<file path="src/rtl/loop_branch_decoder.sv">
// Loop/branch decoder for the program counter.
// Decodes the instruction at the current pc and drives the pc redirect
// controls (branch, loop start). A shadow copy of the pc's loop progress
// tracks when a loop is active. Illegal and nested LOOP words are flagged.
module loop_branch_decoder #(
    parameter int unsigned     INSTR_W    = 16,
    parameter int unsigned     ADDR_W     = 4,
    parameter logic [3:0]      OPC_BRANCH = 4'hA,
    parameter logic [3:0]      OPC_LOOP   = 4'hB
) (
    input  logic                clk,
    input  logic                rst,
    input  logic [INSTR_W-1:0]  instr,
    input  logic                instr_valid,
    input  logic                err_clr,
    output logic                branch_en,
    output logic [ADDR_W-1:0]   target_address,
    output logic                loop_en,
    output logic [ADDR_W-1:0]   line_count,
    output logic [ADDR_W-1:0]   repetation_count,
    output logic                in_loop,
    output logic [ADDR_W-1:0]   iter_count,
    output logic                err_pulse,
    output logic                err_sticky
);

    localparam logic [0:0] ST_IDLE = 1'b0;
    localparam logic [0:0] ST_LOOP = 1'b1;

    // Instruction fields
    logic [3:0]        opcode;
    logic [ADDR_W-1:0] lc_fld;
    logic [ADDR_W-1:0] rc_fld;

    // Decode results
    logic is_br;
    logic is_lp;
    logic lp_fields_ok;
    logic err_d;

    // Registered state
    logic [0:0]        state_q,      state_d;
    logic [ADDR_W-1:0] body_cnt_q,   body_cnt_d;
    logic [ADDR_W-1:0] iter_cnt_q,   iter_cnt_d;
    logic [ADDR_W-1:0] line_cnt_q,   line_cnt_d;
    logic [ADDR_W-1:0] rep_cnt_q,    rep_cnt_d;
    logic              err_pulse_q;
    logic              err_sticky_q, err_sticky_d;

    // One bit wider so the iteration comparison cannot wrap at the maximum count
    logic [ADDR_W:0]   iter_next_wide;
    logic [ADDR_W:0]   rep_wide;

    assign opcode = instr[INSTR_W-1:INSTR_W-4];
    assign lc_fld = instr[2*ADDR_W-1:ADDR_W];
    assign rc_fld = instr[ADDR_W-1:0];

    // Bits between the opcode and the loop fields carry no meaning here
    generate
        if (INSTR_W - 4 > 2 * ADDR_W) begin : g_unused
            logic unused_instr_bits;
            assign unused_instr_bits = ^instr[INSTR_W-5:2*ADDR_W];
        end
    endgenerate

    // Combinational decode and redirect controls
    always_comb begin
        is_br        = instr_valid && (opcode == OPC_BRANCH);
        is_lp        = instr_valid && (opcode == OPC_LOOP);
        lp_fields_ok = (lc_fld != '0) && (rc_fld != '0);
        branch_en    = is_br;
        target_address = instr[ADDR_W-1:0];
        loop_en      = is_lp && (state_q == ST_IDLE) && lp_fields_ok && !is_br;
        // Illegal in IDLE (zero field) or any LOOP word while a loop is active
        err_d        = is_lp && ((state_q == ST_LOOP) || !lp_fields_ok);
    end

    // Next-state logic for the shadow loop tracker
    always_comb begin
        state_d        = state_q;
        body_cnt_d     = body_cnt_q;
        iter_cnt_d     = iter_cnt_q;
        line_cnt_d     = line_cnt_q;
        rep_cnt_d      = rep_cnt_q;
        iter_next_wide = {1'b0, iter_cnt_q} + {{ADDR_W{1'b0}}, 1'b1};
        rep_wide       = {1'b0, rep_cnt_q};

        case (state_q)
            ST_IDLE: begin
                if (loop_en) begin
                    line_cnt_d = lc_fld;
                    rep_cnt_d  = rc_fld;
                    body_cnt_d = {{(ADDR_W-1){1'b0}}, 1'b1};
                    iter_cnt_d = '0;
                    state_d    = ST_LOOP;
                end
            end
            ST_LOOP: begin
                if (branch_en) begin
                    // pc abandons the loop; overrides any wrap or exit this cycle
                    state_d    = ST_IDLE;
                    body_cnt_d = '0;
                    iter_cnt_d = '0;
                end else if (body_cnt_q < line_cnt_q) begin
                    body_cnt_d = body_cnt_q + {{(ADDR_W-1){1'b0}}, 1'b1};
                end else if (iter_next_wide < rep_wide) begin
                    iter_cnt_d = iter_next_wide[ADDR_W-1:0];
                    body_cnt_d = {{(ADDR_W-1){1'b0}}, 1'b1};
                end else begin
                    state_d    = ST_IDLE;
                    body_cnt_d = '0;
                    iter_cnt_d = '0;
                end
            end
            default: begin
                state_d    = ST_IDLE;
                body_cnt_d = '0;
                iter_cnt_d = '0;
            end
        endcase
    end

    // Sticky error: a new error wins over a same-cycle clear
    always_comb begin
        err_sticky_d = err_sticky_q;
        if (err_d) begin
            err_sticky_d = 1'b1;
        end else if (err_clr) begin
            err_sticky_d = 1'b0;
        end
    end

    // State and output registers, asynchronously reset
    always_ff @(posedge clk or posedge rst) begin
        if (rst) begin
            state_q      <= ST_IDLE;
            body_cnt_q   <= '0;
            iter_cnt_q   <= '0;
            line_cnt_q   <= '0;
            rep_cnt_q    <= '0;
            err_pulse_q  <= 1'b0;
            err_sticky_q <= 1'b0;
        end else begin
            state_q      <= state_d;
            body_cnt_q   <= body_cnt_d;
            iter_cnt_q   <= iter_cnt_d;
            line_cnt_q   <= line_cnt_d;
            rep_cnt_q    <= rep_cnt_d;
            err_pulse_q  <= err_d;
            err_sticky_q <= err_sticky_d;
        end
    end

    // Registered outputs
    always_comb begin
        line_count       = line_cnt_q;
        repetation_count = rep_cnt_q;
        in_loop          = (state_q == ST_LOOP);
        iter_count       = iter_cnt_q;
        err_pulse        = err_pulse_q;
        err_sticky       = err_sticky_q;
    end

endmodule

</file>
<file path="config.mk">
export PLATFORM = sky130hd
export DESIGN_NAME = loop_branch_decoder
export DESIGN_NICKNAME = d
export VERILOG_FILES = /design/src/rtl/loop_branch_decoder.sv
export SDC_FILE = /design/constraint.sdc
export NUM_CORES = 1
export LEC_CHECK = 0
export ABC_AREA = 1
export CORE_UTILIZATION = 48
export DETAILED_ROUTE_END_ITERATION = 8
export GPL_TIMING_DRIVEN = 1
export HOLD_SLACK_MARGIN = 0.12
export PLACE_DENSITY = 0.91
export SLEW_MARGIN = 10
export SYNTH_ARGS = -nofsm -noshare
export SYNTH_HDL_FRONTEND = slang
export SYNTH_SLANG_ARGS = --single-unit
</file>
<file path="constraint.sdc">
create_clock -name clk -period 5.2 [get_ports clk]
set_clock_uncertainty 0.2 [all_clocks]
set_input_delay 0.52 -clock clk [delete_from_list [all_inputs] [get_ports clk]]
set_output_delay 0.52 -clock clk [all_outputs]
set_load 0.02 [all_outputs]
</file>
==> results.md, run 1 <==
- YS warnings: 0
- CP Launch Type: input port
- Sequential fraction of the synthesis area: 39.8%
- Synthesized area: 1190 um^2
- Crit Path Max Fanout: 12
- Layout Nets: 213
- Worst-margin pin slew: 0.702 ns
- Cell count after placement: 208
- Clock slew at reported path FFs: 0.12 ns
- Status: finished, final reports clean
- Max Slew Vio Count: 0
- Initial Util: 52.5%
- Max cap viols: 0
- Unique masters post-synth: 21
- Drt first pass iters: 4
- DP HPWL: 2.06 mm
- P&R area growth vs syn: 31.9%
- Drc violations: 0
- CTS buffer count: 3
- Power Density: 521 nW/um^2
- Switching Fraction: 47.2%
- # resized after CTS: 0
- Fillers: 191
- Tmin final: 3.23 ns
- First-pass GRT wire length: 4.10 mm
- Initial antenna violation count: 0
- Hold_buf cts: 0
- Cells after Synth: 149
- Setup slack after layout: 1.97 ns
- CP Class: input port to primary output
- Setup TNS: 0 ns
- Vias in the first global route: 1044
- Clock Latency Late Sink: 0.31 ns
- Fmax: 310 MHz
- TritonCTS clock tree: yes
- Dpl ws: 1.97 ns
- Row count: 17
- Worst Path Arrival: 2.51 ns
- Die X: 51.9 um
- Logic pwr share: 59.7%
- CP endpoint kind: primary output
- Total Wirelength: 2.54 mm
- H-Tree Depth: 1
- Share of cells above drive strength 1: 10.3%
- Number of setup violations in the final report: 0
- Clk buf depth: 2
- IO Port Bufs: 36
- Overflow after GRT: 0
- CTS sink count: 19
- Pint: 0.000434 W
- Gpl congestion: 0.839
- Static Leakage: 0.792 nW
- CP required: 4.48 ns
- 1st-iter DRT viols: 17
- Syn Nets: 177
- Largest net degree at the start of global routing: 20
- Total GRT Usage: 20.9%
- Sequential power share: 30.7%
- Endpoints failing hold: 0
- Detailed-route via count: 1097
- Vias per cell: 5.17
- RSZ-0062 raised after global routing: false
- Core Area: 2280 um^2
- Drt wl/cell: 12.0 um
- Avg Inst Size Synth: 8.02 um^2
- Register bit total from synthesis: 19
- Switching power: 0.000388 W
- Slew headroom: 53.2%
- Die Area: 2690 um^2
- Number of diodes: 0
- Number of cells in the finished layout apart from fillers: 212
- Chip Height: 51.9 um
- Clock group share of total power: 9.5%
- Period utilization: 62.1%
- Post-CTS setup buffer count: 0
- Antenna viol nets, final: 0
- Hold Crit Class: flop to flop
- Number of I/O pins: 41
- Root buf cell: clkbuf_4
- VDD IR max: 356 uV
## final timing paths
kind / startpoint / to / slack [ns] / cells past startpoint
max: instr[12] / loop_en / 1.97 / 6
min: err_sticky / err_sticky / 0.33 / 2
max reg2reg: iter_count[0] / iter_count[3] / 3.03 / 10
min reg2reg: err_sticky / err_sticky / 0.33 / 2
max in group asynchronous: rst / body_cnt_q[2] / 3.95 / 2
min in group asynchronous: rst / repetation_count[1] / 0.41 / 2
## power by group through the flow
| stage | clock network [W] | registers, W | logic, W |
|---|---|---|---|
| floorplan | 0 | 0.000292 | 0.000289 |
| global placement | 0 | 0.000253 | 0.000465 |
| detailed placement | 0 | 0.000255 | 0.000490 |
| CTS | 0.0000789 | 0.000252 | 0.000493 |
| global route | 0.0000826 | 0.000261 | 0.000555 |
| finish | 0.0000783 | 0.000253 | 0.000491 |
## cell type report
| class | instances | area (um^2) | area share [%] |
|---|---|---|---|
| inverter | 27 | 101 | 6.43 |
| multi-input combinational | 98 | 577 | 36.6 |
| tap | 28 | 35.0 | 2.22 |
| clock buffer | 3 | 22.5 | 1.43 |
| clock inverter | 1 | 5.00 | 0.317 |
| timing repair buffer | 36 | 360 | 22.9 |
| sequential | 19 | 475 | 30.2 |
## cells by family (layout without fill, tap and decap cells)
group / after synthesis / count (layout) / synth area share, %
AND/OR/NAND/NOR: 70 / 70 / 28.2
buffers and inverters: 32 / 67 / 11.9
flip-flops: 19 / 19 / 39.8
AO/OA/AOI/OAI: 16 / 16 / 8.79
adder cells (fa/ha/maj): 8 / 8 / 8.38
XOR/XNOR: 4 / 4 / 2.93
## cells in the final DEF (no fill, tap or decap), drive strengths merged
master	n
nand3	17
nor3	2
xor2	3
xnor2	1
nand2	41
clkdlybuf4s50	36
o21ai	12
nor2	7
dfrtp	19
inv	27
clkinv	1
a21boi	1
a21oi	3
ha	8
nand4	3
clkbuf	3
## metal layers
layer  routed length (um)  up-vias  GRT usage (%)
li1                     -      543              -
met1                 1080      508           22.2
met2                 1260       39           38.2
met3                  144        7           4.39
met4                   61        0           10.4
met5                    0        -              0
## metrics by stage
stage	hold WS (ns)	util, %	cell area (um^2)	power (W)
floorplan	0.271	-	1190	0.000581
global placement	0.294	68.1	1550	0.000718
detailed placement	0.306	68.1	1550	0.000745
CTS	0.336	69.3	1580	0.000825
global route	0.357	69.3	1580	0.000898
finish	0.329	69.3	1580	0.000822
## cells in the mapped netlist, drive strengths merged
cell type	number	area, um^2
nand4	3	18.8
nand3	17	90.1
a21oi	3	15.0
ha	8	100
buf	5	41.3
nor2	7	33.8
nor3	2	32.5
o21ai	12	78.8
inv	27	101
nand2	41	161
xnor2	1	8.76
xor2	3	26.3
a21boi	1	11.3
dfrtp	19	475
## state kept, by name, indices dropped and copies added (netlist names)
name / flops
err_pulse: 1
body_cnt_q: 4
repetation_count: 4
iter_count: 4
in_loop: 1
err_sticky: 1
line_count: 4
## critical path: stages
cell and delay [ns]:
clkdlybuf4s50_1 0.57, inv_2 0.07, nor3_4 0.23, nand3_2 0.28, inv_2 0.21, clkdlybuf4s50_1 0.63
No activity file was read; power rests on OpenSTA's default activity.
==> run 2, diff against run 1 <==
- CORE_UTILIZATION: 48 -> 40
- PLACE_DENSITY: 0.91 -> 0.82
- clock period: 5.2 -> 2.8 ns (I/O delays scaled with it)
==> run 2 against run 1 <==
Effect of this change: first-iteration DRC count fell by 71%; die area rose by 19%; non-clock buffer count rose by 1; worst setup slack worse by 1.6 ns; routed wire length fell by 0.71%; largest power group unchanged; sequential share of layout area is 0.26 points lower; critical path type unchanged; utilization down 12 points; via count down 2.9%; worst hold slack got worse by 0.15 ns; count of clock-buffer cells in the layout unchanged.
==> results.md, run 2 (synthesized netlist as in run 1, its figures left out) <==
- VDD IR max: 533 uV (was 356 uV)
- Crit path buf inv count: 4 (unchanged)
- Most frequent cells in the layout: nand2_1 (38), clkdlybuf4s50_1 (36), inv_1 (25) (unchanged)
- Overflow after GRT: 0 (unchanged)
- Sequential power share: 31.4% (was 30.7%)
- Initial antenna violation count: 0 (unchanged)
- Drc violations: 0 (unchanged)
- Chip Height: 56.7 um (was 51.9 um)
- Total Wirelength: 2.53 mm (was 2.54 mm)
- Vias in the first global route: 1181 (was 1044)
- Max Slew Vio Count: 0 (unchanged)
- Tmin final: 2.46 ns
- First-pass GRT wire length: 4.64 mm (was 4.10 mm)
- DP HPWL: 2.08 mm (was 2.06 mm)
- TritonCTS clock tree: yes (unchanged)
- Hold Crit Class: input port to asynchronous set/reset pin (was flop to flop)
- CP required: 2.32 ns (was 4.48 ns)
- Crit Path Max Fanout: 7 (was 12)
- Antenna viol nets, final: 0 (unchanged)
- Clock group share of total power: 9.7% (was 9.5%)
- Detailed-route via count: 1065 (was 1097)
- Drt first pass iters: 4 (unchanged)
- 1st-iter DRT viols: 5 (was 17)
- Status: finished, final reports clean (unchanged)
- WL met2: 1.31 mm (was 1.26 mm)
- Met3 WL post-DR: 85 um (was 144 um)
- H-Tree Depth: 1 (unchanged)
- Setup TNS: 0 ns (unchanged)
- Worst Path Arrival: 1.98 ns (was 2.51 ns)
- Commonest non-fill, non-tap cell in the layout: nand2_1 (unchanged)
- Die Area: 3210 um^2 (was 2690 um^2)
- Max cap viols: 0 (unchanged)
- Post-CTS setup buffer count: 0 (unchanged)
- Fmax: 407 MHz
- Period utilization: 87.7%
- CP Class: input port to primary output (unchanged)
- CP endpoint kind: primary output (unchanged)
- IO Port Bufs: 36 (unchanged)
- Worst-margin pin slew: 0.685 ns (was 0.702 ns)
- Row count: 19 (was 17)
- Total GRT Usage: 18.3% (was 20.9%)
- Core Area: 2780 um^2 (was 2280 um^2)
- Number of I/O pins: 41 (unchanged)
- Gpl congestion: 0.852 (was 0.839)
- Initial Util: 43.0% (was 52.5%)
- Number of diodes: 0 (unchanged)
- Routed metal-1 wire length: 1.07 mm (was 1.08 mm)
- Multi-input combinational cell area: 577 um^2 (unchanged)
- Reg area: 475 um^2 (unchanged)
- Power, Total: 0.00151 W (was 0.000822 W)
- Largest net degree at the start of global routing: 20 (unchanged)
- Share of cells above drive strength 1: 10.8% (was 10.3%)
- Logic pwr share: 58.8% (was 59.7%)
- Critical Path Max Stage Delay: 0.62 ns (was 0.63 ns)
- CTS buffer count: 3 (unchanged)
- Vias per cell: 4.93 (was 5.17)
- Hold_buf cts: 0 (unchanged)
- Pint: 0.000805 W (was 0.000434 W)
- Clock slew at reported path FFs: 0.12 ns (about the same)
- Endpoints failing hold: 0 (unchanged)
- # resized after CTS: 0 (unchanged)
- Cell count after placement: 212 (was 208)
- Slowest CP cell: clkdlybuf4s50_1 (unchanged)
- Static Leakage: 0.792 nW (about the same)
- Root buf cell: clkbuf_4 (unchanged)
- Slew headroom: 54.3% (was 53.2%)
- Number of cells in the finished layout apart from fillers: 216 (was 212)
- CTS sink count: 19 (unchanged)
- RSZ-0062 raised after global routing: false (unchanged)
- Top delay family on crit path: buffers and inverters (unchanged)
- Drt wl/cell: 11.7 um (was 12.0 um)
- Number of setup violations in the final report: 0 (unchanged)
- Clk buf depth: 2 (unchanged)
- Die X: 56.7 um (was 51.9 um)
- CP Launch Type: input port (unchanged)
- Switching power: 0.000707 W (was 0.000388 W)
- CP cell instances: clkdlybuf4s50_1, inv_2, nor3_4, nand3_2, inv_2, clkdlybuf4s50_1 (unchanged)
- Switching Fraction: 46.7% (was 47.2%)
- Fillers: 259 (was 191)
- Clock Latency Late Sink: 0.30 ns (was 0.31 ns)
- P&R area growth vs syn: 33.1% (was 31.9%)
- Layout Nets: 214 (was 213)
- Top routing layer used: met4 (unchanged)
- Power Density: 951 nW/um^2 (was 521 nW/um^2)
run 2: worst paths after layout:
path / from / end / slack (ns) / cells after the start
min in group clk: repetation_count[3] / repetation_count[3] / 0.32 / 2
hold / removal: rst / line_count[1] / 0.18 / 2
hold reg to reg: repetation_count[3] / repetation_count[3] / 0.32 / 2
max in group asynchronous: rst / body_cnt_q[2] / 1.79 / 2
setup / recovery: instr[12] / loop_en / 0.34 / 6
setup reg to reg: iter_count[0] / iter_count[3] / 0.70 / 10
run 2: area by class of cell:
cell class              count  area share, %
repair buffers             37           23.1
well taps                  31           2.44
flip-flops and latches     19           29.9
multi-input cells          98           36.3
clock inverters             1          0.472
inverters                  27           6.37
clock buffers               3           1.42
run 2: routing by layer:
metal / global-route usage [%] / up-vias
li1: - / 541
met1: 21.0 / 485
met2: 33.1 / 32
met3: 3.00 / 7
met4: 7.67 / 0
met5: 0 / -
run 2: power groups by stage:
stage	combinational (W)	sequential [W]	clock [W]
3_3_place_gp	0.000865	0.000470	0
4_1_cts	0.000897	0.000472	0.000150
2_1_floorplan	0.000536	0.000542	0
3_5_place_dp	0.000891	0.000478	0
6_report	0.000890	0.000475	0.000147
5_1_grt	0.00101	0.000488	0.000169
run 2: stage by stage:
step	cell area [um^2]	hold slack [ns]	util, %	setup WS (ns)
floorplan	1190	0.0311	-	0.800
global placement	1560	0.294	56.1	0.350
detailed placement	1560	0.298	56.1	0.343
CTS	1590	0.209	57.2	0.337
global route	1590	0.237	57.2	0.255
finish	1590	0.179	57.2	0.345
run 2: worst reg2reg max path: stages, from the launching register on:
cell and delay [ns]:
dfrtp_1 0.47, ha_1 0.25, xor2_1 0.20, ha_1 0.28, nand2_1 0.07, nand2_1 0.04
nand3_1 0.06, nand3_1 0.11, inv_1 0.13, nand3_1 0.10, o21ai_2 0.13
==> run 3, diff against run 2 <==
- RECOVER_POWER: default -> 50
==> run 3 against run 2 <==
Effect of this change: cell count unchanged; maximum frequency down 2.9%; highest routed layer unchanged; critical path type unchanged; combinational power is 2% lower; first-iteration DRC count up 100%; critical path depth rose by 2; utilization down 0.85 points; routed wire length fell by 0.87%; sequential share of layout area rose by 0.45 points; global-route usage unchanged; power decreased by 0.90%.
==> results.md, run 3 (synthesized netlist as in run 1, its figures left out) <==
- RSZ-0062 raised after global routing: false (unchanged)
- Placed inst area: 1560 um^2 (unchanged)
- Hold Crit Class: input port to asynchronous set/reset pin (unchanged)
- Share of cells above drive strength 1: 7.57% (was 10.8%)
- Tmin final: 2.53 ns (was 2.46 ns)
- Overflow after GRT: 0 (unchanged)
- CTS sink count: 19 (unchanged)
- Clock Latency Late Sink: 0.30 ns (about the same)
- CP endpoint kind: primary output (unchanged)
- Fillers: 266 (was 259)
- Layout Nets: 214 (unchanged)
- Antenna viol nets, final: 0 (unchanged)
- Worst Path Arrival: 2.05 ns (was 1.98 ns)
- Crit Path Max Fanout: 7 (unchanged)
- CP required: 2.32 ns (about the same)
- Slew headroom: 54.4% (was 54.3%)
- Root buf cell: clkbuf_4 (unchanged)
- Max cap viols: 0 (unchanged)
- Depth of the most critical reg-to-reg path: 10 (unchanged)
- Initial Util: 43.0% (unchanged)
- Period utilization: 90.3% (was 87.7%)
- Drc violations: 0 (unchanged)
- H-Tree Depth: 1 (unchanged)
- Initial antenna violation count: 0 (unchanged)
- Drt first pass iters: 4 (unchanged)
- Critical Path Max Stage Delay: 0.62 ns (about the same)
- Cell count after placement: 212 (unchanged)
- Chip Height: 56.7 um (unchanged)
- Slowest CP cell: clkdlybuf4s50_1 (unchanged)
- Vias in the first global route: 1181 (unchanged)
- Power, Total: 0.00150 W (was 0.00151 W)
- Static Leakage: 0.783 nW (was 0.792 nW)
- Fmax: 395 MHz (was 407 MHz)
- Number of I/O pins: 41 (unchanged)
- 1st-iter DRT viols: 10 (was 5)
- First-pass GRT wire length: 4.64 mm (unchanged)
- TritonCTS clock tree: yes (unchanged)
- Die Area: 3210 um^2 (unchanged)
- Core Area: 2780 um^2 (unchanged)
- Gpl congestion: 0.852 (unchanged)
- Die X: 56.7 um (unchanged)
- Most frequent cells in the layout: nand2_1 (38), clkdlybuf4s50_1 (34), inv_1 (25) (was nand2_1 (38), clkdlybuf4s50_1 (36), inv_1 (25))
- Clock slew at reported path FFs: 0.12 ns (about the same)
- Largest net degree at the start of global routing: 20 (unchanged)
- Status: finished, final reports clean (unchanged)
- Drt wl/cell: 11.6 um (was 11.7 um)
- IO Port Bufs: 36 (unchanged)
- Post-route cell area: 1570 um^2 (was 1590 um^2)
- Clk buf depth: 2 (unchanged)
- DP HPWL: 2.08 mm (unchanged)
- Number of cells in the finished layout apart from fillers: 216 (unchanged)
- Number of setup violations in the final report: 0 (unchanged)
- Total GRT Usage: 18.3% (unchanged)
- Vias per cell: 4.95 (was 4.93)
- Setup TNS: 0 ns (unchanged)
- Power Density: 957 nW/um^2 (was 951 nW/um^2)
- Commonest non-fill, non-tap cell in the layout: nand2_1 (unchanged)
- Worst-margin pin slew: 0.684 ns (was 0.685 ns)
- Post-CTS setup buffer count: 0 (unchanged)
- P&R area growth vs syn: 31.1% (was 33.1%)
- CP Launch Type: input port (unchanged)
- Hold_buf cts: 0 (unchanged)
- Row count: 19 (unchanged)
- CP Class: input port to primary output (unchanged)
- CP cell instances: dlygate4sd3_1, inv_1, nand3_1, nand2_1, inv_1, nand3_1, inv_2, clkdlybuf4s50_1 (was clkdlybuf4s50_1, inv_2, nor3_4, nand3_2, inv_2, clkdlybuf4s50_1)
- Endpoints failing hold: 0 (unchanged)
- Number of diodes: 0 (unchanged)
- Max Slew Vio Count: 0 (unchanged)
- Detailed-route via count: 1070 (was 1065)
- CTS buffer count: 3 (unchanged)
- VDD IR max: 534 uV (was 533 uV)
- # resized after CTS: 0 (unchanged)
- Total Wirelength: 2.50 mm (was 2.53 mm)
==> run 3: cell types whose count changed in the layout (fill, tap and decap cells not counted) <==
| cell | before | now |
|---|---|---|
| buf_4 | 1 | 0 |
| o21ai_0 | 4 | 8 |
| o21ai_2 | 5 | 1 |
| nand3_2 | 1 | 0 |
| clkbuf_1 | 0 | 1 |
| nand3_1 | 16 | 17 |
| dlygate4sd3_1 | 0 | 2 |
| clkdlybuf4s50_1 | 36 | 34 |
==> run 3: final timing paths <==
kind	startpoint	endpoint	slack [ns]
min	rst	repetation_count[2]	0.31
max reg2reg	iter_count[0]	iter_count[3]	0.70
min in group clk	repetation_count[3]	repetation_count[3]	0.33
max in group asynchronous	rst	body_cnt_q[2]	1.66
max	instr[2]	loop_en	0.27
min reg2reg	repetation_count[3]	repetation_count[3]	0.33
==> run 3: per-layer routing <==
layer	wire length (um)	track usage (%)
met5	0	0
met4	43	7.67
met3	88	3.00
met2	1320	33.1
met1	1050	21.0
==> run 3: worst max-delay path, delay by kind of cell <==
family / cells / cell delay [ns]
buffers and inverters: 5 / 1.46
and+or+nand+nor: 3 / 0.30
==> run 3: power breakdown <==
part	internal, W	total (W)	switching, W	leakage (nW)
clock	0.0000544	0.000148	0.0000937	0.0139
combinational	0.000370	0.000876	0.000505	0.524
sequential	0.000374	0.000475	0.000101	0.245
total	0.000798	0.00150	0.000700	0.783
==> run 3: area by class of cell <==
| cell class | instances | area [um^2] | share of cell area [%] |
|---|---|---|---|
| tap | 31 | 38.8 | 2.48 |
| timing repair buffer | 37 | 364 | 23.2 |
| clock buffer | 3 | 22.5 | 1.44 |
| inverter | 27 | 101 | 6.47 |
| sequential | 19 | 475 | 30.4 |
| clock inverter | 1 | 7.51 | 0.479 |
| multi-input combinational | 98 | 557 | 35.5 |
==> run 3: metrics by stage <==
stage               setup slack [ns]  utilization [%]  hold WS, ns
floorplan                      0.800                -       0.0311
global placement               0.350             56.1        0.294
detailed placement             0.343             56.1        0.298
CTS                            0.337             57.2        0.209
global route                   0.169             56.3        0.343
finish                         0.271             56.3        0.313
